--- src/rtl/writeback_stage_if.sv ---
// Bus between the memory stage, writeback_stage and its consumers
// (register-file write port, scoreboard clear and decode bypass).
interface writeback_stage_if #(
  parameter int XLEN       = 64,
  parameter int REG_ADDR_W = 5
);
  logic                  memory_done;
  logic [XLEN-1:0]       alu_data;
  logic [XLEN-1:0]       loaded_data_raw;
  logic [REG_ADDR_W-1:0] rd;
  logic                  reg_write;
  logic                  mem_to_reg;
  logic [2:0]            data_size;

  logic                  mem_wb_pipeline_valid;
  logic                  rf_write_en;
  logic [REG_ADDR_W-1:0] rf_write_addr;
  logic [XLEN-1:0]       rf_write_data;
  logic                  sb_clear;
  logic                  fwd_valid;
  logic [REG_ADDR_W-1:0] fwd_rd;
  logic [XLEN-1:0]       fwd_data;

  modport master (
    output memory_done, alu_data, loaded_data_raw, rd, reg_write, mem_to_reg, data_size,
    input  mem_wb_pipeline_valid, rf_write_en, rf_write_addr, rf_write_data, sb_clear,
           fwd_valid, fwd_rd, fwd_data
  );

  modport slave (
    input  memory_done, alu_data, loaded_data_raw, rd, reg_write, mem_to_reg, data_size,
    output mem_wb_pipeline_valid, rf_write_en, rf_write_addr, rf_write_data, sb_clear,
           fwd_valid, fwd_rd, fwd_data
  );
endinterface

--- src/rtl/writeback_stage.sv ---
// Final pipeline stage: four-phase capture of a memory-stage result, load extraction and
// register-file write. Optional decode bypass enabled by defining WB_FORWARD_EN.
module writeback_stage #(
  parameter int XLEN       = 64,
  parameter int REG_ADDR_W = 5
) (
  input logic               clk,
  input logic               reset,
  writeback_stage_if.slave  bus
);
  localparam logic [1:0] IDLE     = 2'd0;
  localparam logic [1:0] WRITE    = 2'd1;
  localparam logic [1:0] WAIT_LOW = 2'd2;

  logic [1:0]            state_q, state_d;
  logic                  capture;
  logic [XLEN-1:0]       alu_q;
  logic [XLEN-1:0]       raw_q;
  logic [REG_ADDR_W-1:0] rd_q;
  logic                  reg_write_q;
  logic                  mem_to_reg_q;
  logic [2:0]            size_q;

  logic [2:0]            offset;
  logic [XLEN-1:0]       shifted;
  logic [XLEN-1:0]       load_value;
  logic [XLEN-1:0]       wb_value;
  logic                  wr_ok;
  logic                  write_fire;

  always_comb begin
    state_d = state_q;
    capture = 1'b0;
    case (state_q)
      IDLE: begin
        if (bus.memory_done) begin
          state_d = WRITE;
          capture = 1'b1;
        end
      end
      WRITE:    state_d = WAIT_LOW;
      WAIT_LOW: if (!bus.memory_done) state_d = IDLE;
      default:  state_d = IDLE;
    endcase
  end

  always_ff @(posedge clk) begin
    if (reset) begin
      state_q      <= IDLE;
      alu_q        <= '0;
      raw_q        <= '0;
      rd_q         <= '0;
      reg_write_q  <= 1'b0;
      mem_to_reg_q <= 1'b0;
      size_q       <= 3'b000;
    end else begin
      state_q <= state_d;
      if (capture) begin
        alu_q        <= bus.alu_data;
        raw_q        <= bus.loaded_data_raw;
        rd_q         <= bus.rd;
        reg_write_q  <= bus.reg_write;
        mem_to_reg_q <= bus.mem_to_reg;
        size_q       <= bus.data_size;
      end
    end
  end

  // Misaligned offsets are rounded down to the access size before the byte shift.
  always_comb begin
    case (size_q[1:0])
      2'b00:   offset = alu_q[2:0];
      2'b01:   offset = {alu_q[2:1], 1'b0};
      2'b10:   offset = {alu_q[2], 2'b00};
      default: offset = 3'b000;
    endcase
    shifted = raw_q >> {offset, 3'b000};
    case (size_q)
      3'b000:  load_value = {{(XLEN-8){shifted[7]}},   shifted[7:0]};
      3'b001:  load_value = {{(XLEN-16){shifted[15]}}, shifted[15:0]};
      3'b010:  load_value = {{(XLEN-32){shifted[31]}}, shifted[31:0]};
      3'b011:  load_value = shifted;
      3'b100:  load_value = {{(XLEN-8){1'b0}},  shifted[7:0]};
      3'b101:  load_value = {{(XLEN-16){1'b0}}, shifted[15:0]};
      3'b110:  load_value = {{(XLEN-32){1'b0}}, shifted[31:0]};
      default: load_value = '0;
    endcase
    wb_value = mem_to_reg_q ? load_value : alu_q;
  end

  // Reset gates the strobe directly so a reset landing in WRITE suppresses the write.
  assign wr_ok      = reg_write_q && (rd_q != '0);
  assign write_fire = (state_q == WRITE) && wr_ok && !reset;

  assign bus.mem_wb_pipeline_valid = (state_q != IDLE);
  assign bus.rf_write_en           = write_fire;
  assign bus.sb_clear              = write_fire;
  assign bus.rf_write_addr         = write_fire ? rd_q : '0;
  assign bus.rf_write_data         = write_fire ? wb_value : '0;

`ifdef WB_FORWARD_EN
  logic fwd_on;
  assign fwd_on        = write_fire || ((state_q == WAIT_LOW) && wr_ok);
  assign bus.fwd_valid = fwd_on;
  assign bus.fwd_rd    = fwd_on ? rd_q : '0;
  assign bus.fwd_data  = fwd_on ? wb_value : '0;
`else
  assign bus.fwd_valid = 1'b0;
  assign bus.fwd_rd    = '0;
  assign bus.fwd_data  = '0;
`endif
endmodule

--- src/flat_wrapper.sv ---
// flat-port wrapper written by rule: the top's interface ports become plain ports
module writeback_stage_flat 
#(
  parameter int XLEN       = 64,
  parameter int REG_ADDR_W = 5
)
  (clk, reset, bus_memory_done, bus_alu_data, bus_loaded_data_raw, bus_rd, bus_reg_write, bus_mem_to_reg, bus_data_size, bus_mem_wb_pipeline_valid, bus_rf_write_en, bus_rf_write_addr, bus_rf_write_data, bus_sb_clear, bus_fwd_valid, bus_fwd_rd, bus_fwd_data);
  writeback_stage_if #(.XLEN(XLEN), .REG_ADDR_W(REG_ADDR_W)) bus_i ();
  input logic clk;
  input logic reset;
  input wire logic [$bits(bus_i.memory_done)-1:0] bus_memory_done;
  input wire logic [$bits(bus_i.alu_data)-1:0] bus_alu_data;
  input wire logic [$bits(bus_i.loaded_data_raw)-1:0] bus_loaded_data_raw;
  input wire logic [$bits(bus_i.rd)-1:0] bus_rd;
  input wire logic [$bits(bus_i.reg_write)-1:0] bus_reg_write;
  input wire logic [$bits(bus_i.mem_to_reg)-1:0] bus_mem_to_reg;
  input wire logic [$bits(bus_i.data_size)-1:0] bus_data_size;
  output wire logic [$bits(bus_i.mem_wb_pipeline_valid)-1:0] bus_mem_wb_pipeline_valid;
  output wire logic [$bits(bus_i.rf_write_en)-1:0] bus_rf_write_en;
  output wire logic [$bits(bus_i.rf_write_addr)-1:0] bus_rf_write_addr;
  output wire logic [$bits(bus_i.rf_write_data)-1:0] bus_rf_write_data;
  output wire logic [$bits(bus_i.sb_clear)-1:0] bus_sb_clear;
  output wire logic [$bits(bus_i.fwd_valid)-1:0] bus_fwd_valid;
  output wire logic [$bits(bus_i.fwd_rd)-1:0] bus_fwd_rd;
  output wire logic [$bits(bus_i.fwd_data)-1:0] bus_fwd_data;
  assign bus_i.memory_done = bus_memory_done;
  assign bus_i.alu_data = bus_alu_data;
  assign bus_i.loaded_data_raw = bus_loaded_data_raw;
  assign bus_i.rd = bus_rd;
  assign bus_i.reg_write = bus_reg_write;
  assign bus_i.mem_to_reg = bus_mem_to_reg;
  assign bus_i.data_size = bus_data_size;
  assign bus_mem_wb_pipeline_valid = bus_i.mem_wb_pipeline_valid;
  assign bus_rf_write_en = bus_i.rf_write_en;
  assign bus_rf_write_addr = bus_i.rf_write_addr;
  assign bus_rf_write_data = bus_i.rf_write_data;
  assign bus_sb_clear = bus_i.sb_clear;
  assign bus_fwd_valid = bus_i.fwd_valid;
  assign bus_fwd_rd = bus_i.fwd_rd;
  assign bus_fwd_data = bus_i.fwd_data;
  writeback_stage #(.XLEN(XLEN), .REG_ADDR_W(REG_ADDR_W)) u_core (.clk(clk), .reset(reset), .bus(bus_i));
endmodule
--- config.mk ---
export PLATFORM = sky130hd
export DESIGN_NAME = writeback_stage_flat
export DESIGN_NICKNAME = d
export VERILOG_FILES = /design/src/rtl/writeback_stage_if.sv /design/src/rtl/writeback_stage.sv /design/src/flat_wrapper.sv
export SDC_FILE = /design/constraint.sdc
export NUM_CORES = 1
export LEC_CHECK = 0
export ABC_AREA = 0
export CAP_MARGIN = 10
export CORE_ASPECT_RATIO = 1.2
export CORE_MARGIN = 5
export CORE_UTILIZATION = 46
export CTS_CLUSTER_SIZE = 12
export DETAILED_ROUTE_END_ITERATION = 10
export PLACE_DENSITY = 0.9
export SYNTH_ARGS = -nofsm -noshare
export SYNTH_HDL_FRONTEND = slang
export SYNTH_SLANG_ARGS = --single-unit
--- constraint.sdc ---
create_clock -name clk -period 3.36 [get_ports clk]
set_input_delay 0.672 -clock clk [delete_from_list [all_inputs] [get_ports clk]]
set_output_delay 0.672 -clock clk [all_outputs]
set_load 0.01 [all_outputs]
# [Yosys cells after proc, flatten, opt, wreduce, memory -nomap -nowiden]
# Cells that the tools add are included.
[totals] reg_bits=140 in_bits=141
[op_classes] n_reduce_logical=10 n_shift=1 eq_ne=12 mux=10
[op_table] cell="$pmux W64 S7" count=1
[op_table] cell="$mux W64" count=2
[op_table] cell="$shr A64 B6 Y64" count=1
[op_table] cell="$eq A3 B3 Y1 const B" count=3
[op_table] cell="$pmux W3 S3" count=1
[op_table] cell="$eq A3 B2 Y1 const B" count=2
[op_table] cell="$pmux W2 S3" count=1
[op_table] cell="$mux W5" count=1
[op_table] cell="$reduce_bool A5 Y1" count=1
[op_table] cell="$eq A2 B1 Y1 const B" count=2
[op_table] cell="$eq A2 B2 Y1 const B" count=2
[op_table] cell="$logic_not A2 Y1" count=2
[op_table] cell="$mux W2" count=2
[op_table] cell="$ne A2 B2 Y1 const B" count=2
[op_table] cell="$eq A3 B1 Y1 const B" count=1
[op_table] cell="$logic_and A1 B1 Y1" count=3
[op_table] cell="$logic_not A3 Y1" count=1
[op_table] cell="$mux W1" count=2
[op_table] cell="$reduce_and A2 Y1" count=1
[op_table] cell="$reduce_bool A2 Y1" count=1
[op_table] cell="$logic_not A1 Y1" count=1

# [Depth between registers and ports, before layout]
# Gate-level depths: netlist of the first run.
[logic_depth] depth_word=6 ltp_mapped=9 mapped_depth_nobuf=7

# [Least setup slack after synthesis of the first run]
# No wires, ideal clock.
[synth_path] kind="input -> output" startpoint="input port reset" endpoint="output port bus_rf_write_data[24]" stages=8 slack_ns=0.406 required_time_ns=2.688 arrival_ns=2.282 cell_sequence="clkbuf_1 -> and4bb_2 -> o21ai_1 -> inv_1 -> nand3_1 -> nor3_1 -> a222oi_1 -> o21ai_0"
[synth_between] elab_chain_cells=3
[synth_rtl] element="start, declared" line_no="flat_wrapper.sv:10" text="input logic reset;"
[synth_rtl] element="$logic_not A1 Y1" line_no="writeback_stage.sv:93" text="assign write_fire = (state_q == WRITE) && wr_ok && !reset;"
[synth_rtl] element="$logic_and A1 B1 Y1" line_no="writeback_stage.sv:93"
[synth_rtl] element="via bus_rf_write_en" line_no="flat_wrapper.sv:19" text="output wire logic [$bits(bus_i.rf_write_en)-1:0] bus_rf_write_en;"
[synth_rtl] element="$mux W64" line_no="writeback_stage.sv:99" text="assign bus.rf_write_data = write_fire ? wb_value : '0;"
[synth_rtl] element="end, declared" line_no="flat_wrapper.sv:21" text="output wire logic [$bits(bus_i.rf_write_data)-1:0] bus_rf_write_data;"
# The timed path passes the listed nets, and every way through them passes these cells.

# [Final worst setup path of the first run]
[layout_path] startpoint="register u_core.size_q[0]" endpoint="output port bus_rf_write_data[16]"
[layout_between] elab_chain_cells=6 elab_cells_between_ends=15 cone_classes="8 x eq/ne; 1 x shift; 4 x mux; 2 x reduce/logical"
[layout_rtl] element="start, declared" line_no="writeback_stage.sv:22" text="logic [2:0] size_q;"
[layout_rtl] element="start signal, assigned" line_no="writeback_stage.sv:64" text="size_q <= bus.data_size;"
[layout_rtl] element="$eq A2 B2 Y1, or another cell as far along" line_no="writeback_stage.sv:71" text="case (size_q[1:0])"
[layout_rtl] element="$pmux W3 S3" line_no="writeback_stage.sv:71"
[layout_rtl] element="$shr A64 B6 Y64" line_no="writeback_stage.sv:77" text="shifted = raw_q >> {offset, 3'b000};"
[layout_rtl] element="$pmux W64 S7 *" line_no="writeback_stage.sv:78" text="case (size_q)"
[layout_rtl] element="$mux W64 *" line_no="writeback_stage.sv:88" text="wb_value = mem_to_reg_q ? load_value : alu_q;"
[layout_rtl] element="$mux W64 *" line_no="writeback_stage.sv:99"
# Every way passes the cells marked *; elsewhere a longest branch is shown, timed or not.

==> results.py, run 1 <==
metrics = {
    "logic_synthesis": {
        "synthArstFlopShare_pct": 0,
        "synth_seq_cells": 140,
        "synth-edff-count": 0,
        "synth_cells": 1023,
        "synthFlopType": "dfxtp_1",
        "synth_top_cell_area_share_pct": 35.3,
        "synth.area.top_cells": "dfxtp_1 (35%), nand2_1 (14%), a21oi_1 (9.9%), buf_4 (6.9%), mux2i_1 (4.8%)",
        "yosysUniqueCellTypes": 59,
        "ys_seq_area_share_pct": 35.3,
        "yosysMostFrequentCell": "nand2_1",
        "syn_area_mm2": 0.00793,
        "yosysWarnings": 0,
        "synth_largest_area_cell": "dfxtp_1",
        "ys_top_cells_by_count": "nand2_1 (296), a21oi_1 (157), dfxtp_1 (140), buf_4 (73), clkbuf_1 (62)",
        "avgSynthCellArea_um2": 7.75,
    },
    "drt": {
        "drc": 0,
        "drtIter0Drc": 724,
        "post_drt_wl_per_cell_um": 19.7,
        "via_count": 8475,
        "antenna_left": 0,
        "wl_mm": 29.5,
        "vias_per_cell": 5.67,
        "first_pass_iters": 6,
    },
    "power": {
        "p_leak_nw": 4.71,
        "p_per_area_mw_per_mm2": 422,
        "ir_drop_mv": 0.304,
    },
    "sta": {
        "worst_pin_slew_ns": 0.823,
        "setup_tns_ns": -1.41,
        "setup_viol": 30,
        "skew_ns": 0.00619,
        "setup_ws_ns": -0.135,
        "timing.fmax_ghz": 0.286,
        "finalHoldViolations": 0,
        "final.period_utilization_pct": 104,
        "maxSlewHeadroom_pct": 45.1,
        "drv_slew": 0,
        "rsz0062_at_grt": "true",
        "min_period_ns": 3.50,
    },
    "worst_setup_path": {
        "cp_top_family": "buffers and inverters",
        "crit_top_cell": "buf_6",
        "r2r_end": "u_core.raw_q[55]$_SDFFE_PP0P_",
        "cp-start-kind": "flip-flop",
        "worstRegToRegCells": 4,
        "path_buf_inv": 7,
        "crit_path_end_kind": "primary output",
        "cp_max_fo": 5,
        "r2r-start": "u_core.state_q[0]$_SDFFE_PP0P_",
        "cp_cell_sequence": "buf_6, buf_6, nor3b_4, buf_6, buf_12, buf_6, mux4_2, buf_6, a221o_1, buf_2",
        "path_class": "reg2out",
        "worstPathRequired_ns": 2.69,
        "crit_arrival_ns": 2.82,
        "r2r_slack_ns": 1.45,
        "slowest_stage": "mux4_2",
        "slowest_delay_ns": 0.53,
    },
    "finish": {
        "instances_no_fill": 1496,
        "synthToLayoutAreaGrowth_pct": 46.9,
        "seq_area_mm2": 0.00281,
        "diodes": 0,
        "fin_nets": 1408,
        "drive_above_1_share_pct": 23.0,
        "multi_input_area_mm2": 0.00496,
        "n_fill_cell": 1304,
    },
    "flow_run": {
        "max-cap-violations": 0,
    },
    "worst_hold_path": {
        "hold_end": "u_core.alu_q[38]$_SDFFE_PP0P_",
        "hold_path.startpoint": "u_core.alu_q[38]$_SDFFE_PP0P_",
        "hp-class": "reg2reg",
        "hold_depth": 2,
    },
    "global_route": {
        "grt_max_degree": 86,
        "antenna_found_initial": 0,
        "gr-total-overflow": 0,
        "track_usage_pct": 27.7,
        "grt_pass1_vias": 8042,
        "grt_pass1_wl_mm": 43.7,
    },
    "floorplanning": {
        "initial_core_util_pct": 46.9,
        "die-area_mm2": 0.0200,
        "chipHeight_um": 154,
        "dieWidth_um": 130,
        "io_pins": 283,
        "core_area_mm2": 0.0169,
        "fp-row-count": 52,
    },
    "place": {
        "io_buffers": 212,
        "place.gp.congestion": 0.977,
        "dp_hpwl_mm": 21.1,
        "dpl.cell_count": 1433,
    },
    "clock_tree": {
        "cts_tree": "yes",
        "clk_latency_ns": 0.43,
        "postCtsHoldBufs": 0,
        "htreeDepth": 4,
        "cts_buffers": 17,
        "cts.sinks": 140,
        "clk_pin_slew_worst_paths_ns": 0.06,
        "clockBufferDepth": 2,
        "root_buffer": "clkbuf_16",
    },
    "outcome": {
        "failed_checks": "setup timing",
        "status": "complete, but fails checks",
    },
}
-- timing repair --
item,in CTS,in global routing
endpoints found under the setup margin,64,64
buffers inserted,22,15
gates resized for setup,224,99
pin swaps,24,42
gates cloned,2,0
-- stage by stage --
stage | hold WS, ns | power, mW | util [%] | setup slack [ns] | area, um2
final | 0.457 | 4.92 | 68.9 | -0.135 | 11700
after global routing | 0.473 | 5.08 | 68.9 | -0.223 | 11700
after CTS | 0.455 | 4.84 | 67.4 | -0.231 | 11400
after detailed placement | 0.447 | 2.73 | 60.9 | -0.0948 | 10300
after global placement | 0.442 | 2.71 | 60.9 | -0.197 | 10300
after floorplan | 0.432 | 2.40 | - | 0.406 | 8190
-- worst reg2reg max path, delay by kind of cell (launching register included) --
family | cells | cell delay, ns
simple gates | 2 | 0.78
flops | 1 | 0.42
buf+inv | 1 | 0.42
compound gates | 1 | 0.20
-- where the power goes --
part	internal, mW	switching, mW	total (mW)
clock	1.26	0.776	2.03
combinational	0.480	0.507	0.988
sequential	1.77	0.127	1.90
total	3.51	1.41	4.92
-- placed cells by master (no fill, tap or decap), types with 4 or more instances in the layout --
cell type        netlist  final
a21oi_1              157    154
a221o_1                8      8
a222oi_1               7      7
a22o_1                23     23
a22oi_1                7      5
and2_1                 6      6
and3_1                 8      8
buf_12                 0      9
buf_2                 15     18
buf_4                 73     64
buf_6                  2     27
bufinv_16              0      4
clkbuf_16              0     17
clkbuf_2               0     10
clkdlybuf4s15_1        0      5
clkdlybuf4s15_2        0      8
clkdlybuf4s50_1        0    147
conb_1                 1     70
dfxtp_1              140    136
dlygate4sd2_1          0     13
dlymetal6s2s_1         0      4
inv_1                  6      4
inv_6                  0      5
mux2i_1               38     16
mux2i_2                0     12
mux2i_4                0     10
mux4_2                15     15
nand2_1              296    294
nand2b_1              20     20
nand3_1                5      5
nor2_1                14     11
nor3_1                 4      4
o21ai_1                3     15
o21ai_2                0      9
o2bb2ai_2              2      8
o31ai_1               14      9
o31ai_2                1      4
or2_2                 17     17
-- flip-flops by register name, indices dropped and copies added, names as in the netlist --
signal               count
u_core.alu_q            64
u_core.mem_to_reg_q      1
u_core.raw_q            64
u_core.rd_q              5
u_core.reg_write_q       1
u_core.size_q            3
u_core.state_q           2
-- how the worst max path moves through the flow --
stage	slack [ns]	from	endpoint	cells past startpoint
floorplan	0.41	reset	bus_rf_write_data[24]	8
global placement	-0.20	u_core.size_q[1]$_SDFFE_PP0P_	bus_rf_write_data[31]	8
detailed placement	-0.09	reset	bus_rf_write_data[24]	9
CTS	-0.23	u_core.size_q[0]$_SDFFE_PP0P_	bus_rf_write_data[4]	8
global route	-0.22	u_core.size_q[0]$_SDFFE_PP0P_	bus_rf_write_data[16]	10
finish	-0.14	u_core.size_q[0]$_SDFFE_PP0P_	bus_rf_write_data[16]	10
-- final cells by class --
cell class | count | share of cell area [%]
multi-input combinational | 793 | 42.6
timing repair buffer | 309 | 25.3
sequential | 140 | 24.1
clock inverter | 15 | 1.80
inverter | 6 | 0.193
clock buffer | 17 | 3.65
tap | 216 | 2.32
-- kinds of logic (layout without fill, tap and decap cells) --
family,count (synthesis),after routing,share of synthesized area (%)
AND/OR/NAND/NOR,391,391,21.5
other,1,70,0.0473
buffers and inverters,159,347,11.4
multiplexers,54,54,9.20
flip-flops,140,140,35.3
AO/OA/AOI/OAI,278,278,22.5
-- metal layers --
layer / global-route usage [%] / vias to the layer above / share of wire (%)
met5: 0 / - / 0
met4: 14.3 / 0 / 5.4
met3: 5.48 / 92 / 9.3
met2: 44.2 / 501 / 48
met1: 35.2 / 3998 / 38
li1: - / 3884 / -
No activity file was read; power rests on OpenSTA's default activity.
==> run 2: changes to the inputs <==
- SKIP_CTS_REPAIR_TIMING: unset -> 1
==> results.py, run 2 (synthesized netlist as in run 1, its figures left out) <==
metrics = {
    "finish": {
        "fin_util_pct": 69.6,
        "final_cell_mix": "nand2_1 (294), a21oi_1 (155), clkdlybuf4s50_1 (149)",
        "drive_above_1_share_pct": 22.3,
        "reg_top3": "u_core.alu_q (64), u_core.raw_q (64), u_core.rd_q (5)",
        "fin_nets": 1410,
        "diodes": 0,
        "n_fill_cell": 1288,
        "instances_no_fill": 1498,
        "layout_commonest_cell": "nand2_1",
        "synthToLayoutAreaGrowth_pct": 48.4,
    },
    "sta": {
        "maxSlewHeadroom_pct": 44.8,
        "finalHoldViolations": 0,
        "skew_ns": 0.00592,
        "drv_slew": 0,
        "worst_pin_slew_ns": 0.828,
        "timing.fmax_ghz": 0.284,
        "setup_ws_ns": -0.165,
        "rsz0062_at_grt": "true",
        "final.period_utilization_pct": 105,
        "setup_viol": 26,
        "min_period_ns": 3.52,
    },
    "drt": {
        "via_count": 8509,
        "post_drt_wl_per_cell_um": 19.8,
        "drtIter0Drc": 814,
        "antenna_left": 0,
        "drc": 0,
        "wl_mm": 29.7,
        "vias_per_cell": 5.68,
        "first_pass_iters": 5,
    },
    "clock_tree": {
        "cts_tree": "yes",
        "root_buffer": "clkbuf_16",
        "cts_buffers": 17,
        "clockBufferDepth": 2,
        "cts.sinks": 140,
        "clk_pin_slew_worst_paths_ns": 0.06,
        "clk_latency_ns": 0.43,
        "htreeDepth": 4,
    },
    "worst_hold_path": {
        "hold_depth": 2,
        "hp-class": "reg2reg",
    },
    "worst_setup_path": {
        "cp_max_fo": 16,
        "path_class": "reg2out",
        "cp_cell_sequence": "buf_6, nor4bb_4, a21oi_2, o221ai_2, buf_4, a31o_4, o31ai_1, a21oi_1, clkdlybuf4s50_1",
        "crit_path_end_kind": "primary output",
        "cp-start-kind": "flip-flop",
        "worstPathRequired_ns": 2.69,
        "slowest_stage": "clkdlybuf4s50_1",
        "worstRegToRegCells": 4,
        "slowest_delay_ns": 0.56,
        "crit_arrival_ns": 2.85,
    },
    "floorplanning": {
        "io_pins": 283,
        "initial_core_util_pct": 46.9,
        "die-area_mm2": 0.0200,
        "fp-row-count": 52,
        "core_area_mm2": 0.0169,
        "dieWidth_um": 130,
        "chipHeight_um": 154,
    },
    "global_route": {
        "grt_pass1_wl_mm": 41.8,
        "antenna_found_initial": 0,
        "grt_max_degree": 86,
        "grt_pass1_vias": 7720,
        "gr-total-overflow": 0,
        "track_usage_pct": 26.6,
    },
    "outcome": {
        "status": "complete, but fails checks",
        "failed_checks": "setup timing",
    },
    "power": {
        "ir_drop_mv": 0.343,
        "p_leak_nw": 5.15,
        "p_per_area_mw_per_mm2": 417,
    },
    "place": {
        "dpl.cell_count": 1433,
        "io_buffers": 212,
        "place.gp.congestion": 0.977,
        "dp_hpwl_mm": 21.1,
    },
    "flow_run": {
        "max-cap-violations": 0,
    },
}
==> run 2: stage by stage <==
stage	setup WS (ns)	setup TNS, ns	area (um2)	hold slack [ns]	power, mW
detailed placement	-0.0948	-0.601	10300	0.447	2.73
CTS	-0.553	-25.86	10900	0.455	4.74
finish	-0.165	-1.62	11800	0.456	4.91
floorplan	0.406	0	8190	0.432	2.40
global route	-0.260	-4.08	11800	0.473	5.07
global placement	-0.197	-1.33	10300	0.442	2.71
==> run 2: layer usage <==
layer  track usage [%]  vias to the layer above  share of wire [%]
li1                  -                     3892                  -
met1              34.2                     3975                 38
met2              42.6                      534                 47
met3              5.31                      108                9.5
met4              12.2                        0                5.6
met5                 0                        -                  0
==> run 2: critical path: cells and delay by family, from the launching register on <==
kind,cells,cell delay [ns]
compound gates,5,0.90
flops,1,0.36
buf+inv,3,0.85
simple gates,1,0.31
==> run 2: power by group <==
part	switching, mW	internal (mW)
registers	0.129	1.77
logic	0.504	0.478
clock network	0.771	1.26
==> run 2: final cells by class <==
type | count | area [um2] | share of cell area, %
clock buffers | 17 | 425 | 3.61
clock inverters | 15 | 210 | 1.79
inverters | 6 | 22.5 | 0.191
multi-input cells | 793 | 4930 | 41.9
flip-flops and latches | 140 | 2810 | 23.9
well taps | 216 | 270 | 2.30
repair buffers | 311 | 3100 | 26.4
==> run 2: worst paths after layout <==
path                            slack, ns                       endpoint                      startpoint
worst max-delay path                -0.16          bus_rf_write_data[37]   u_core.size_q[0]$_SDFFE_PP0P_
worst min-delay path                 0.46  u_core.alu_q[38]$_SDFFE_PP0P_   u_core.alu_q[38]$_SDFFE_PP0P_
worst max register to register       1.50  u_core.alu_q[60]$_SDFFE_PP0P_  u_core.state_q[0]$_SDFFE_PP0P_
worst min register to register       0.46  u_core.alu_q[38]$_SDFFE_PP0P_   u_core.alu_q[38]$_SDFFE_PP0P_
